==> config.mk <==
export PLATFORM = sky130hd
export DESIGN_NAME = everloop_seq
export DESIGN_NICKNAME = d
export VERILOG_FILES = /design/src/rtl/everloop_seq.sv
export SDC_FILE = /design/constraint.sdc
export NUM_CORES = 1
export LEC_CHECK = 0
export CORE_MARGIN = 4
export CORE_UTILIZATION = 35
export CTS_CLUSTER_SIZE = 12
export DETAILED_ROUTE_END_ITERATION = 6
export PLACE_DENSITY = 0.67
export SETUP_SLACK_MARGIN = 0.1
export SLEW_MARGIN = 40
export SYNTH_ARGS = -nofsm -noshare
export SYNTH_HDL_FRONTEND = slang
export SYNTH_SLANG_ARGS = --single-unit
==> constraint.sdc <==
create_clock -name clk -period 2.4 [get_ports clk]
set_clock_uncertainty 0.15 [all_clocks]
set_input_delay 0.24 -clock clk [delete_from_list [all_inputs] [get_ports clk]]
set_output_delay 0.24 -clock clk [all_outputs]
set_load 0.03 [all_outputs]
==> src/rtl/everloop_seq.sv <==
// ---------------------------------------------------------------------------
// everloop_seq
// Sequencer for an RGBW LED ring RAM (4 bytes per LED). It arbitrates between
// single-byte host writes and a rotating "lit LED" animation. Every animation
// tick runs an atomic 8-cycle burst: 4 CLR writes at the old position, then
// 4 SET writes of anim_color at the new position.
//
// Optional feature: define EVERLOOP_SEQ_TRAIL_EN so that the CLR bytes become
// half of the colour bytes (a dim trail). Without it, the CLR bytes are 8'h00.
//
// Ports
//   clk         in   sole clock, rising edge
//   reset       in   synchronous active-high reset
//   host_req    in   host byte-write request, held until granted
//   host_adr    in   [10:0] host byte address
//   host_dat    in   [7:0]  host byte
//   host_gnt    out  one-cycle pulse when the host byte is written
//   anim_en     in   enable the animation tick counter
//   anim_dir    in   0 = step up, 1 = step down (sampled on the last CLR cycle)
//   anim_color  in   [31:0] lit colour, byte k goes to address 4*pos+k
//   ram_we      out  RAM write strobe / enable
//   ram_adr     out  [10:0] RAM write address
//   ram_dat     out  [7:0]  RAM write data
//   busy        out  high during a CLR+SET burst
//   pos         out  [5:0] current lit LED index
// ---------------------------------------------------------------------------
module everloop_seq #(
    parameter int N_LEDS   = 35,
    parameter int TICK_DIV = 1000000
) (
    input  logic        clk,
    input  logic        reset,
    input  logic        host_req,
    input  logic [10:0] host_adr,
    input  logic [7:0]  host_dat,
    output logic        host_gnt,
    input  logic        anim_en,
    input  logic        anim_dir,
    input  logic [31:0] anim_color,
    output logic        ram_we,
    output logic [10:0] ram_adr,
    output logic [7:0]  ram_dat,
    output logic        busy,
    output logic [5:0]  pos
);

    localparam int CNT_W = (TICK_DIV > 1) ? $clog2(TICK_DIV) : 1;

    typedef enum logic [1:0] {
        IDLE = 2'd0,
        HOST = 2'd1,
        CLR  = 2'd2,
        SET  = 2'd3
    } state_t;

    state_t           r_state;
    state_t           w_state_nxt;
    logic [1:0]       r_k;
    logic [1:0]       w_k_nxt;
    logic [5:0]       r_pos;
    logic [5:0]       w_pos_nxt;
    logic [CNT_W-1:0] r_cnt;
    logic             r_tick_pend;
    logic             w_wrap;
    logic             w_consume;
    logic [7:0]       w_col_byte;
    logic [7:0]       w_clr_byte;
    logic [10:0]      w_led_adr;

    function automatic logic [7:0] clr_value(input logic [7:0] col);
`ifdef EVERLOOP_SEQ_TRAIL_EN
        return {1'b0, col[7:1]};
`else
        return col & 8'h00;
`endif
    endfunction

    function automatic logic [5:0] next_pos(input logic [5:0] p, input logic dir);
        if (!dir) begin
            return (p == 6'(N_LEDS - 1)) ? 6'd0 : p + 6'd1;
        end else begin
            return (p == 6'd0) ? 6'(N_LEDS - 1) : p - 6'd1;
        end
    endfunction

    assign w_wrap     = anim_en && (r_cnt == CNT_W'(TICK_DIV - 1));
    assign w_col_byte = anim_color[{r_k, 3'b000} +: 8];
    assign w_clr_byte = clr_value(w_col_byte);
    assign w_led_adr  = {3'b000, r_pos, 2'b00} + {9'd0, r_k};
    assign pos        = r_pos;

    always_comb begin
        w_state_nxt = r_state;
        w_k_nxt     = r_k;
        w_pos_nxt   = r_pos;
        w_consume   = 1'b0;
        host_gnt    = 1'b0;
        ram_we      = 1'b0;
        ram_adr     = 11'd0;
        ram_dat     = 8'd0;
        busy        = 1'b0;
        case (r_state)
            IDLE: begin
                if (host_req) begin
                    w_state_nxt = HOST;
                end else if (r_tick_pend) begin
                    w_state_nxt = CLR;
                    w_k_nxt     = 2'd0;
                    w_consume   = 1'b1;
                end
            end
            HOST: begin
                host_gnt = 1'b1;
                ram_we   = 1'b1;
                ram_adr  = host_adr;
                ram_dat  = host_dat;
                // One byte per grant: a still-high host_req is not re-served
                // here, so a pending tick gets the next slot.
                if (r_tick_pend) begin
                    w_state_nxt = CLR;
                    w_k_nxt     = 2'd0;
                    w_consume   = 1'b1;
                end else begin
                    w_state_nxt = IDLE;
                end
            end
            CLR: begin
                busy    = 1'b1;
                ram_we  = 1'b1;
                ram_adr = w_led_adr;
                ram_dat = w_clr_byte;
                w_k_nxt = r_k + 2'd1;
                if (r_k == 2'd3) begin
                    w_state_nxt = SET;
                    w_pos_nxt   = next_pos(r_pos, anim_dir);
                end
            end
            SET: begin
                busy    = 1'b1;
                ram_we  = 1'b1;
                ram_adr = w_led_adr;
                ram_dat = w_col_byte;
                w_k_nxt = r_k + 2'd1;
                // Leave the burst straight into the next job so a waiting
                // host is granted in the very next cycle.
                if (r_k == 2'd3) begin
                    if (host_req) begin
                        w_state_nxt = HOST;
                    end else if (r_tick_pend) begin
                        w_state_nxt = CLR;
                        w_consume   = 1'b1;
                    end else begin
                        w_state_nxt = IDLE;
                    end
                end
            end
            default: begin
                w_state_nxt = IDLE;
            end
        endcase
    end

    always_ff @(posedge clk) begin
        if (reset) begin
            r_state     <= IDLE;
            r_k         <= 2'd0;
            r_pos       <= 6'd0;
            r_cnt       <= '0;
            r_tick_pend <= 1'b0;
        end else begin
            r_state <= w_state_nxt;
            r_k     <= w_k_nxt;
            r_pos   <= w_pos_nxt;
            if (!anim_en || w_wrap) begin
                r_cnt <= '0;
            end else begin
                r_cnt <= r_cnt + CNT_W'(1);
            end
            // Single-level pending flag: extra ticks collapse into one; a new
            // wrap wins over a same-cycle consume.
            if (w_wrap) begin
                r_tick_pend <= 1'b1;
            end else if (!anim_en || w_consume) begin
                r_tick_pend <= 1'b0;
            end
        end
    end

endmodule

==> flow_metrics.py, run 1 <==
metrics = {
    "synth": {
        "ys.warnings.count": 0,
        "synth_cell_type_count": 48,
        "ys_seq_area_frac": 0.3004,
        "synthMostInstantiatedCell": "sky130_fd_sc_hd__dfxtp_1",
        "netlist_top_cells_area": "sky130_fd_sc_hd__dfxtp_1 (30%), sky130_fd_sc_hd__mux4_2 (8.7%), sky130_fd_sc_hd__mux2i_1 (4.4%)",
        "dominantRegCellSynth": "sky130_fd_sc_hd__dfxtp_1",
        "netlist_area_before_placement_um2": 2066,
        "synth_nets": 295,
        "synth.top_cells.by_count": "sky130_fd_sc_hd__dfxtp_1 (31), sky130_fd_sc_hd__nand2_1 (16), sky130_fd_sc_hd__nor2_1 (14)",
        "postSynth.asyncResetShare": 0,
        "synthDominantAreaCellType": "sky130_fd_sc_hd__dfxtp_1",
        "syn_avg_cell_area_um2": 8.866,
        "synthCells": 233,
        "ys_ff_latch": 31,
        "yosysTopAreaCellShare": 0.3004,
        "synth_enable_flop_cells": 0,
    },
    "sta": {
        "least_margin_pin_slew_ns": 0.4819,
        "finalHoldViolCount": 0,
        "post-route-period-util": 0.9298,
        "setup_total_negative_slack_ns": 0,
        "final_max_slew_viol_count": 0,
        "rsz0062_at_grt": "no",
        "timing.final.crit_period_ns": 2.231,
        "fmax_achieved_mhz": 448.1,
        "finalSetupViolCount": 0,
        "timing.max_slew.rel_slack": 0.6763,
    },
    "global_routing": {
        "global_route_wire_length_before_repair_mm": 9.183,
        "grt_pass1_vias": 1914,
        "groute.usage.overall": 0.1547,
        "globalRouteOverflowTotal": 0,
        "grt_max_degree": 21,
        "antenna_found_initial": 0,
    },
    "route": {
        "detail_route.first_pass.iterations": 4,
        "detailedRoute.firstIterationViolations": 137,
        "finalWirelength_mm": 5.540,
        "via_count_normalized_by_instance_count": 5.244,
        "postRouteAntennaNets": 0,
        "wl_per_cell_um": 14.06,
        "dr_total_vias": 2066,
        "route.detailed.drc": 0,
    },
    "setup_path": {
        "cpMaxStageDelayCell": "sky130_fd_sc_hd__clkdlybuf4s50_1",
        "peak_per_stage_delay_on_the_critical_path_ns": 0.59,
        "crit_path_end_kind": "output port",
        "critPathKind": "reg2out",
        "path_max_fanout": 9,
        "rr_worst_depth": 5,
        "crit_path_start_kind": "register",
        "signal_arrival_time_at_the_worst_endpoint_ns": 1.84,
        "cp.required_ns": 2.01,
        "crit_chain": "nor2b_1 > buf_4 > a22o_1 > clkdlybuf4s50_1",
    },
    "clock_network": {
        "cts_buffers": 5,
        "insertion_delay_ns": 0.28,
        "clk_path_buf_depth": 2,
        "cts-hold-fix-buffers": 0,
        "cts_tree": "done",
        "htreeDepth": 2,
        "clock_sink_count": 31,
        "cts.clk_slew.worst_paths_ns": 0.07,
        "cts_root_buffer": "sky130_fd_sc_hd__clkbuf_8",
    },
    "power": {
        "power.ir.vdd_worst_uv": 409.6,
        "clock_power_share": 0.387,
        "cellLeakagePower_nw": 1.160,
        "switchingPower_w": 0.0002768,
        "p_sw_frac": 0.2343,
        "cellPowerDensity_nw_per_um2": 383.6,
        "power_frac_seq": 0.439,
        "power.share.combinational": 0.174,
        "internal_power_w": 0.0009049,
        "report.power.total_w": 0.001182,
    },
    "placement": {
        "post-dp-hpwl_mm": 4.355,
        "numPortBuffers": 83,
        "gp_routability_congestion": 0.8184,
    },
    "floorplanning": {
        "core.rowCount": 27,
        "die_width_um": 84.83,
        "core_um2": 5608,
        "die_outline_area_um2": 7195,
        "die-height_um": 84.83,
        "top_level_ports": 84,
        "initial_util": 0.3684,
    },
    "finish": {
        "antenna_cells_inserted": 0,
        "synthToLayoutAreaGrowth_pct": 49.12,
        "drive_gt1_frac": 0.1366,
        "final_nets": 383,
        "nFillCells": 549,
    },
    "hold_path": {
        "timing.hold.worst.class": "reg2reg",
        "hold-path-cell-count": 1,
    },
    "flow_run": {
        "cap_violations": 0,
    },
    "status": {
        "status": "completed",
    },
}
## area by class of cell
cell class	count	area (um2)	share of cell area
clock buffers	7	96.34	0.03128
repair buffers	96	897.1	0.2912
multi-input cells	176	1328	0.4310
well taps	72	90.09	0.02924
clock inverters	1	7.507	0.002437
flip-flops and latches	31	620.6	0.2015
inverters	11	41.29	0.01340
## path summary, 6_finish.rpt
kind                           start              endpoint  slack (ns)
min              r_cnt[0]$_SDFF_PP0_   r_cnt[0]$_SDFF_PP0_        0.30
max reg2reg     r_cnt[16]$_SDFF_PP0_  r_cnt[10]$_SDFF_PP0_        0.43
min reg2reg      r_cnt[0]$_SDFF_PP0_   r_cnt[0]$_SDFF_PP0_        0.30
max          r_state[1]$_SDFFE_PP0P_            ram_adr[5]        0.17
## sequential cells by signal (all words and copies together), names as in the netlist
signal and count:
r_cnt 20, r_state 2, r_k 2, r_tick_pend 1, pos 6
## kinds of logic after synthesis
| family | Yosys count | share of synthesized area |
|---|---|---|
| simple gates | 91 | 0.2550 |
| compound gates | 51 | 0.1739 |
| flops | 31 | 0.3004 |
| buf+inv | 26 | 0.05693 |
| mux | 17 | 0.1308 |
| xor+xnor | 11 | 0.04664 |
| fa+ha+maj | 6 | 0.03634 |
## repair_timing
| item | CTS | global route |
|---|---|---|
| resized for setup | 8 | 13 |
| buffers inserted | 0 | 0 |
| endpoints found under the setup margin | 8 | 8 |
## worst max-delay path, delay by kind of cell, from the launching register on
| family | cells | cell delay (ns) |
|---|---|---|
| buffers and inverters | 2 | 0.76 |
| flip-flops | 1 | 0.50 |
| AO/OA/AOI/OAI | 1 | 0.20 |
| AND/OR/NAND/NOR | 1 | 0.10 |
## cells in the final DEF, fill, tap and decap left out, types with 2 or more instances in the layout
| master | count |
|---|---|
| sky130_fd_sc_hd__clkdlybuf4s50_1 | 68 |
| sky130_fd_sc_hd__dfxtp_1 | 31 |
| sky130_fd_sc_hd__buf_4 | 17 |
| sky130_fd_sc_hd__nand2_1 | 16 |
| sky130_fd_sc_hd__nor2_1 | 14 |
| sky130_fd_sc_hd__a21oi_1 | 13 |
| sky130_fd_sc_hd__inv_1 | 11 |
| sky130_fd_sc_hd__nor2b_1 | 10 |
| sky130_fd_sc_hd__o21ai_0 | 10 |
| sky130_fd_sc_hd__xor2_1 | 10 |
| sky130_fd_sc_hd__mux2i_1 | 9 |
| sky130_fd_sc_hd__a22o_1 | 8 |
| sky130_fd_sc_hd__mux4_2 | 8 |
| sky130_fd_sc_hd__nand3_1 | 8 |
| sky130_fd_sc_hd__nor3_1 | 7 |
| sky130_fd_sc_hd__clkbuf_8 | 7 |
| sky130_fd_sc_hd__and2_1 | 6 |
| sky130_fd_sc_hd__nand4_1 | 6 |
| sky130_fd_sc_hd__ha_1 | 6 |
| sky130_fd_sc_hd__o31ai_1 | 5 |
| sky130_fd_sc_hd__clkbuf_2 | 5 |
| sky130_fd_sc_hd__or4_1 | 4 |
| sky130_fd_sc_hd__or3_1 | 3 |
| sky130_fd_sc_hd__nand3b_1 | 3 |
| sky130_fd_sc_hd__a31oi_1 | 3 |
| sky130_fd_sc_hd__a221oi_1 | 3 |
| sky130_fd_sc_hd__dlymetal6s2s_1 | 3 |
| sky130_fd_sc_hd__dlygate4sd2_1 | 3 |
| sky130_fd_sc_hd__nor4b_1 | 2 |
| sky130_fd_sc_hd__and3_1 | 2 |
| sky130_fd_sc_hd__nor3b_1 | 2 |
## stage by stage
stage	setup slack, ns	hold WS, ns	cell area [um2]	util	instances
3_5_place_dp	0.09128	0.2813	2998	0.5346	386
5_1_grt	0.1002	0.3391	3080	0.5493	394
2_1_floorplan	0.4182	0.2359	2066	-	233
3_3_place_gp	0.1062	0.2714	2998	0.5346	386
6_report	0.1685	0.2988	3080	0.5493	394
4_1_cts	0.1085	0.2942	3092	0.5513	394
## power by group through the flow
stage	Sequential, W	Clock (W)	Combinational [W]
floorplan	0.000530	0	0.0000832
finish	0.000518	0.000458	0.000206
global route	0.000518	0.000497	0.000219
detailed placement	0.000530	0	0.000212
global placement	0.000530	0	0.000210
CTS	0.000518	0.000471	0.000209
## per-layer routing
layer  vias to the layer above  share of wire  wire, um  GRT usage
met4                         0          0.010        56    0.03597
met1                       944           0.46      2532     0.1948
met5                         -              0         0          0
met2                        80           0.45      2488     0.2598
li1                       1035              -         -          -
met3                         7          0.083       462    0.04757
(Power assumes the default switching activity.)
==> inputs of run 2 (changes only) <==
- CORE_UTILIZATION: 35 -> 40
- PLACE_DENSITY: 0.67 -> 0.75
==> flow_metrics.py, run 2 (same netlist as run 1, synthesis figures left out) <==
metrics = {
    "finish": {
        "drive_gt1_frac": 0.1348,
        "antenna_cells_inserted": 0,
        "most-common-layout-cells": "sky130_fd_sc_hd__clkdlybuf4s50_1 (71), sky130_fd_sc_hd__dfxtp_1 (31), sky130_fd_sc_hd__nand2_1 (16)",
        "area_taken_by_flip_flops_and_latches_um2": 620.6,
        "nFillCells": 426,
        "multi_input_area_um2": 1328,
        "largest_register_ff_count": 20,
        "mostFrequentLayoutCell": "sky130_fd_sc_hd__clkdlybuf4s50_1",
        "final_nets": 380,
        "synthToLayoutAreaGrowth_pct": 47.24,
        "largest-register": "r_cnt",
        "finalNonFillerCells": 386,
    },
    "sta": {
        "hold_ws_ns": 0.2852,
        "least_margin_pin_slew_ns": 0.4707,
        "final_max_slew_viol_count": 0,
        "setup_total_negative_slack_ns": 0,
        "finalSetupViolCount": 0,
        "timing.final.crit_period_ns": 2.168,
        "post-route-period-util": 0.9032,
        "timing.max_slew.rel_slack": 0.6838,
        "finalHoldViolCount": 0,
        "rsz0062_at_grt": "no",
        "fmax_achieved_mhz": 461.3,
    },
    "clock_network": {
        "clk_path_buf_depth": 2,
        "cts.clk_slew.worst_paths_ns": 0.06,
        "insertion_delay_ns": 0.28,
        "htreeDepth": 2,
        "cts-hold-fix-buffers": 0,
        "clock_sink_count": 31,
        "cts_root_buffer": "sky130_fd_sc_hd__clkbuf_8",
        "cts_buffers": 5,
        "cts_tree": "done",
    },
    "power": {
        "power_frac_seq": 0.443,
        "internal_power_w": 0.0009045,
        "cellPowerDensity_nw_per_um2": 384.9,
        "p_sw_frac": 0.2273,
        "power.share.combinational": 0.176,
        "power.ir.vdd_worst_uv": 364.3,
        "switchingPower_w": 0.0002660,
        "cellLeakagePower_nw": 1.088,
        "clock_power_share": 0.381,
    },
    "route": {
        "via_count_normalized_by_instance_count": 5.394,
        "dr_total_vias": 2082,
        "route.detailed.drc": 0,
        "detail_route.first_pass.iterations": 4,
        "postRouteAntennaNets": 0,
        "finalWirelength_mm": 5.841,
        "wl_per_cell_um": 15.13,
        "detailedRoute.firstIterationViolations": 232,
    },
    "setup_path": {
        "crit_path_end_kind": "output port",
        "crit_path_start_kind": "register",
        "path_max_fanout": 12,
        "cp.required_ns": 2.01,
        "signal_arrival_time_at_the_worst_endpoint_ns": 1.78,
        "cpMaxStageDelayCell": "sky130_fd_sc_hd__clkdlybuf4s50_1",
        "crit_chain": "nor2b_1 > buf_4 > a22o_1 > clkdlybuf4s50_1",
        "peak_per_stage_delay_on_the_critical_path_ns": 0.68,
        "critPathKind": "reg2out",
    },
    "global_routing": {
        "global_route_wire_length_before_repair_mm": 9.370,
        "antenna_found_initial": 0,
        "globalRouteOverflowTotal": 0,
        "groute.usage.overall": 0.1851,
        "grt_pass1_vias": 1920,
        "grt_max_degree": 21,
    },
    "floorplanning": {
        "core_um2": 4848,
        "top_level_ports": 84,
        "initial_util": 0.4261,
        "die_outline_area_um2": 6378,
        "die-height_um": 79.87,
        "die_width_um": 79.87,
        "core.rowCount": 25,
    },
    "hold_path": {
        "timing.hold.worst.class": "reg2reg",
    },
    "flow_run": {
        "cap_violations": 0,
    },
    "placement": {
        "placed_cells": 378,
        "numPortBuffers": 83,
        "gp_routability_congestion": 0.9071,
        "post-dp-hpwl_mm": 4.464,
    },
    "status": {
        "status": "completed",
    },
}
-- run 2: cell count changes in the layout (fill, tap and decap cells not counted) --
cell and change:
sky130_fd_sc_hd__buf_12 +1, sky130_fd_sc_hd__clkinvlp_4 -1, sky130_fd_sc_hd__buf_4 -4, sky130_fd_sc_hd__clkbuf_2 +3
sky130_fd_sc_hd__dlygate4sd2_1 -3, sky130_fd_sc_hd__dlymetal6s2s_1 -3, sky130_fd_sc_hd__clkdlybuf4s50_1 +3, sky130_fd_sc_hd__clkbuf_1 +1
-- run 2: timing repair --
item	in CTS	in global routing
gates resized for setup	8	16
setup endpoints to repair	8	8
buffers inserted	0	0
-- run 2: cell type report --
type / count / area share
Clock buffer: 8 / 0.03291
Timing Repair Buffer: 93 / 0.2855
Tap cell: 67 / 0.02756
Inverter: 11 / 0.01357
Multi-Input combinational cell: 176 / 0.4364
Sequential cell: 31 / 0.2040
-- run 2: through the flow --
stage,total power [W],area (um2),worst slack [ns],util
final,0.001171,3042,0.2324,0.6274
after global routing,0.001222,3042,0.1232,0.6274
after CTS,0.001190,3072,0.09815,0.6335
after detailed placement,0.0007412,2982,0.05946,0.6150
after global placement,0.0007374,2982,0.1212,0.6150
after floorplan,0.0006135,2066,0.4182,-
-- run 2: critical path, delay by kind of cell, from the launching register on --
| kind | cells | cell delay (ns) |
|---|---|---|
| DFF | 1 | 0.33 |
| buffers and inverters | 2 | 0.87 |
| and+or+nand+nor | 1 | 0.16 |
| AOI/OAI and AO/OA | 1 | 0.14 |
-- run 2: routing by layer --
layer  share of wire  track usage  routed length [um]  vias to the layer above
li1                -            -                   -                     1033
met1            0.45       0.2334                2608                      939
met2            0.45       0.3022                2600                       95
met3           0.093      0.05418                 541                       15
met4           0.016      0.06081                  91                        0
met5               0            0                   0                        -
-- run 2: worst paths after layout --
check / from / end / slack, ns / depth (start not counted)
setup / recovery: r_state[0]$_SDFFE_PP0P_ / ram_adr[2] / 0.23 / 4
hold / removal: r_cnt[0]$_SDFF_PP0_ / r_cnt[0]$_SDFF_PP0_ / 0.29 / 1
setup reg to reg: r_k[1]$_SDFFE_PP0P_ / pos[5]$_SDFFE_PP0P_ / 0.33 / 5
hold reg to reg: r_cnt[0]$_SDFF_PP0_ / r_cnt[0]$_SDFF_PP0_ / 0.29 / 1
-- run 2: power by group through the flow --
stage,Clock (W),Combinational [W],Sequential [W]
final,0.000446,0.000206,0.000519
after global routing,0.000484,0.000219,0.000518
after global placement,0,0.000208,0.000530
after floorplan,0,0.0000832,0.000530
after CTS,0.000463,0.000208,0.000518
after detailed placement,0,0.000211,0.000530
==> inputs of run 3 (changes only) <==
- ABC_CLOCK_PERIOD_IN_PS: not set -> 2400
==> results of run 3 <==
Final layout, timing and power as in run 2 (identical DEF).
==> patch 1, RTL diff (config.mk and constraints of run 2) <==
Set the parameter `TICK_DIV` to 500000 (it was 1000000).
--- a/src/rtl/everloop_seq.sv
+++ b/src/rtl/everloop_seq.sv
@@ -28,3 +28,3 @@
     parameter int N_LEDS   = 35,
-    parameter int TICK_DIV = 1000000
+    parameter int TICK_DIV = 500000
 ) (
Check against the original RTL: same outputs for any inputs over 10 cycles, from zero or initial values and one cycle with reset high; that may be too few to reach the edited logic, so the function may still have changed.
==> patch 1 against run 2 <==
Synthesized area is 2.3% lower; count of clock-buffer cells in the layout decreased by 2; cell count is 0.26% lower; critical endpoint is now ram_dat[4]; clock power down 6.5%; synthesized cell count down 1.3%; final area is 1.1% lower; via count fell by 2.1%; total power is 4.2% lower; sequential cell count fell by 1; wire length is 2.9% lower; setup slack got worse by 0.095 ns.
==> patch 1: results (changes against run 2) <==
clock-pin slew on the worst setup and hold paths 0.06 ns (about the same); met2 wire length 2660 um (+2.1%); GRT Total Usage 18.2% (-0.34 points); share of cells above drive strength 1 15.1% (+1.6 points); outcome completed; Leak 0.00111 uW (+1.9%); Worst Tran Pin Value 0.376 ns (-0.0947 ns); largest cells by area after synthesis dfxtp_1, mux4_2, nor2_1; met3 usage 5.44% (+0.025 points); filler instances 445 (+4.5%); r2r startpoint pos[1]; CP max stage cell mux4_2; post-synth net total 292 (-1.0%); met2 usage 30.9% (+0.68 points); cell family with most CP delay multiplexers; Reg with most FFs r_cnt; Placer Congestion 0.882 (-2.7%); Pint 855 uW (-5.5%); post-synthesis cell type count 51 (+6.3%); WL/cell 14.7 um (-2.6%); M1 wire length 2380 um (-8.7%); DR vias/cell 5.30 (-1.8%); dpl hpwl 4410 um (-1.1%); reg2reg setup slack 0.48 ns (+0.15 ns); Hold Slack 0.327 ns (+0.0421 ns); Synth top area share 29.8% (-0.28 points); WL met3 546 um (+0.92%); met1 Use GR 21.8% (-1.5 points); post-CTS setup buffer count 0 (unchanged); First-pass DRT Iterations 5 (+1); Largest stage delay, worst path 0.50 ns (-0.18 ns); top cells by count, synth dfxtp_1, nor2_1, nand2_1, xnor2_1; worst-path maximum fanout 7 (-5); largest net degree at the start of global routing 20 (-4.8%); flip-flop count of the largest register after layout 19 (-5.0%); 1st-iter DRT viols 109 (-53%); Worst R2R Path Depth 6 (+1); first-pass GRT wire length 9130 um (-2.6%); Peak VDD IR 0.364 mV (about the same); vias in the first global route 1975 (+2.9%); yosys synthesis warning count 0 (unchanged); Worst R2R End pos[2]; DP Area 0.00294 mm^2 (-1.5%); ys async rst share 0% (unchanged); nets 379 (-0.26%); Seq/Total Area, Yosys 29.8% (-0.28 points)
patch 1: layout make-up:
class                   instances  share of cell area, %
flip-flops and latches         30                   20.0
inverters                       7                  0.874
multi-input cells             179                   44.0
repair buffers                 94                   29.2
clock buffers                   6                   2.75
well taps                      67                   2.79
clock inverters                 2                  0.416
patch 1: through the flow:
step                cells  utilization, %  setup WS [ns]  total power [uW]
floorplan             230               -          0.445               593
global placement      377            61.0          0.122               719
detailed placement    377            61.0         0.0952               722
CTS                   385            62.7         0.0953              1140
global route          385            62.4         0.0505              1170
finish                385            62.4          0.137              1120
patch 1: how the worst max path moves through the flow:
stage	from	to	cells after the start
floorplan	pos[0]	pos[2]	6
global placement	anim_color[24]	ram_dat[0]	5
detailed placement	anim_color[25]	ram_dat[1]	5
global route	r_k[0]	ram_dat[4]	5
CTS	r_k[0]	ram_dat[1]	5
finish	r_k[0]	ram_dat[4]	5
patch 1: logic make-up (layout without fill, tap and decap cells):
family,Yosys count,in the layout,share of synthesized area [%]
AOI/OAI and AO/OA,39,39,13.0
muxes,16,16,12.9
xor gates and xnor gates,17,17,7.38
DFF,30,30,29.8
buffers and inverters,21,109,4.71
and+or+nand+nor,101,101,28.5
adders and majority gates,6,6,3.72
patch 1: power by group through the flow:
stage | Combinational, uW | Clock [uW] | Sequential (uW)
6_report | 202 | 417 | 503
5_1_grt | 216 | 454 | 503
4_1_cts | 204 | 436 | 503
3_5_place_dp | 208 | 0 | 514
3_3_place_gp | 205 | 0 | 514
2_1_floorplan | 79.1 | 0 | 514
patch 1: timing repair:
action                     in CTS  in global routing
resized for setup               8                 16
hold endpoints to repair        0                  0
setup endpoints to repair       8                 11
pin swaps                       0                  0
==> patch 2, RTL diff (settings of run 2) <==
Made on the original files. The 4 states of `state_t` get a one-hot encoding in 4 bits.
--- a/src/rtl/everloop_seq.sv
+++ b/src/rtl/everloop_seq.sv
@@ -48,7 +48,7 @@
 
-    typedef enum logic [1:0] {
-        IDLE = 2'd0,
-        HOST = 2'd1,
-        CLR  = 2'd2,
-        SET  = 2'd3
+    typedef enum logic [3:0] {
+        IDLE = 4'b0001,
+        HOST = 4'b0010,
+        CLR  = 4'b0100,
+        SET  = 4'b1000
     } state_t;
Behaviour: no difference found for any inputs over 10 cycles, from zero or initial values and one cycle with reset high; not proved beyond that.
==> patch 2 against run 2 <==
Sequential cell count is 2 higher; critical endpoint is now ram_we; final area up 5.3%; synthesized area increased by 5.6%; first-iteration DRC count decreased by 31%; total power up 9.9%; register-to-register slack improved by 0.07 ns; wire length increased by 9.6%; critical path depth unchanged; cell count is 3.1% higher; setup slack better by 0.0050 ns.
==> patch 2: results (changes against run 2) <==
outcome completed; buffering overhead 27.2% (-1.3 points); Worst Tran Pin Value 0.549 ns (+0.0780 ns); met2 usage 32.3% (+2.1 points); Reg area 662 um^2 (+6.7%); WL/cell 16.1 um (+6.3%); nets 389 (+2.4%); met1 Use GR 22.8% (-0.58 points); 1st-iter DRT viols 159 (-31%); Mapped Avg Cell Area 9.12 um^2 (+2.9%); r2r startpoint r_cnt[0]; number of multi-input logic gates 186 (+5.7%); GRT Total Usage 18.8% (+0.32 points); Largest stage delay, worst path 0.43 ns (-0.25 ns); Sw Share 21.3% (-1.5 points); vias in the first global route 1994 (+3.9%); area of the multi-input gates 0.00144 mm^2 (+8.5%); met2 wire length 2930 um (+13%); largest cells by area after synthesis dfxtp_1, mux4_2, a22o_1; Leak 0.00121 uW (+12%); share of cells above drive strength 1 15.9% (+2.4 points); filler instances 463 (+8.7%); largest net degree at the start of global routing 19 (-9.5%); DR vias/cell 5.54 (+2.7%); Non-clk invs 7 (-4); post-synth net total 301 (+2.0%); Placer Congestion 0.852 (-6.1%); Non-clock buffers 94 (+1.1%); clkbuf count 7 (-1); dpl hpwl 5010 um (+12%); Worst R2R End r_cnt[3]; WL met3 665 um (+23%); M1 wire length 2730 um (+4.5%); CP max stage cell dfxtp_1; first-pass GRT wire length 9870 um (+5.3%); total number of vias 2204 (+5.9%); flops & latches, synth 33 (+6.5%); post-synthesis cell type count 54 (+13%); Seq/Total Area, Yosys 30.3% (+0.25 points); reg2reg setup slack 0.40 ns (+0.07 ns); worst-path maximum fanout 8 (-4); top cells by count, synth dfxtp_1, nor2_1, a21oi_1, a22o_1; met3 usage 5.70% (+0.28 points)
patch 2: what timing repair did:
item / CTS / global route
gates cloned: 0 / 0
pin swaps: 0 / 0
resized for setup: 12 / 11
endpoints found under the setup margin: 12 / 6
endpoints found under the hold margin: 0 / 0
patch 2: kinds of logic after synthesis:
| kind of cell | after synthesis | share of synthesized area, % |
|---|---|---|
| adder cells (fa/ha/maj) | 6 | 3.44 |
| AND/OR/NAND/NOR | 92 | 25.9 |
| AO/OA/AOI/OAI | 62 | 20.7 |
| multiplexers | 10 | 9.18 |
| buffers and inverters | 20 | 4.07 |
| XOR/XNOR | 16 | 6.43 |
| flip-flops | 33 | 30.3 |
patch 2: how the worst max path moves through the flow:
stage / start / endpoint / slack, ns / cells past startpoint
floorplan: r_state[2] / ram_adr[2] / 0.19 / 5
global placement: r_state[3] / ram_adr[0] / 0.22 / 5
detailed placement: r_state[3] / ram_adr[7] / 0.14 / 5
CTS: r_state[3] / ram_adr[7] / 0.1 / 5
global route: r_state[0] / ram_adr[6] / 0.11 / 5
finish: r_state[1] / ram_we / 0.24 / 4
patch 2: power by group through the flow:
stage               clock, uW  combinational (uW)  sequential (uW)
floorplan                   0                78.1              570
global placement            0                 190              572
detailed placement          0                 193              573
CTS                       547                 191              561
global route              577                 204              561
finish                    536                 190              561
patch 2: stage by stage:
stage                     area, um^2  utilization (%)  worst slack (ns)  hold WS (ns)
final                           3200             61.6             0.237         0.330
after global routing            3200             61.6             0.106         0.357
after global placement          3120             59.9             0.221         0.290
after CTS                       3220             61.8            0.0969         0.343
after detailed placement        3120             59.9             0.144         0.328
after floorplan                 2180                -             0.187         0.276
patch 2: worst max-delay path, delay by kind of cell (launching register included):
family,cells,cell delay (ns)
buffers and inverters,2,0.64
flip-flops,1,0.43
AND/OR/NAND/NOR,2,0.42
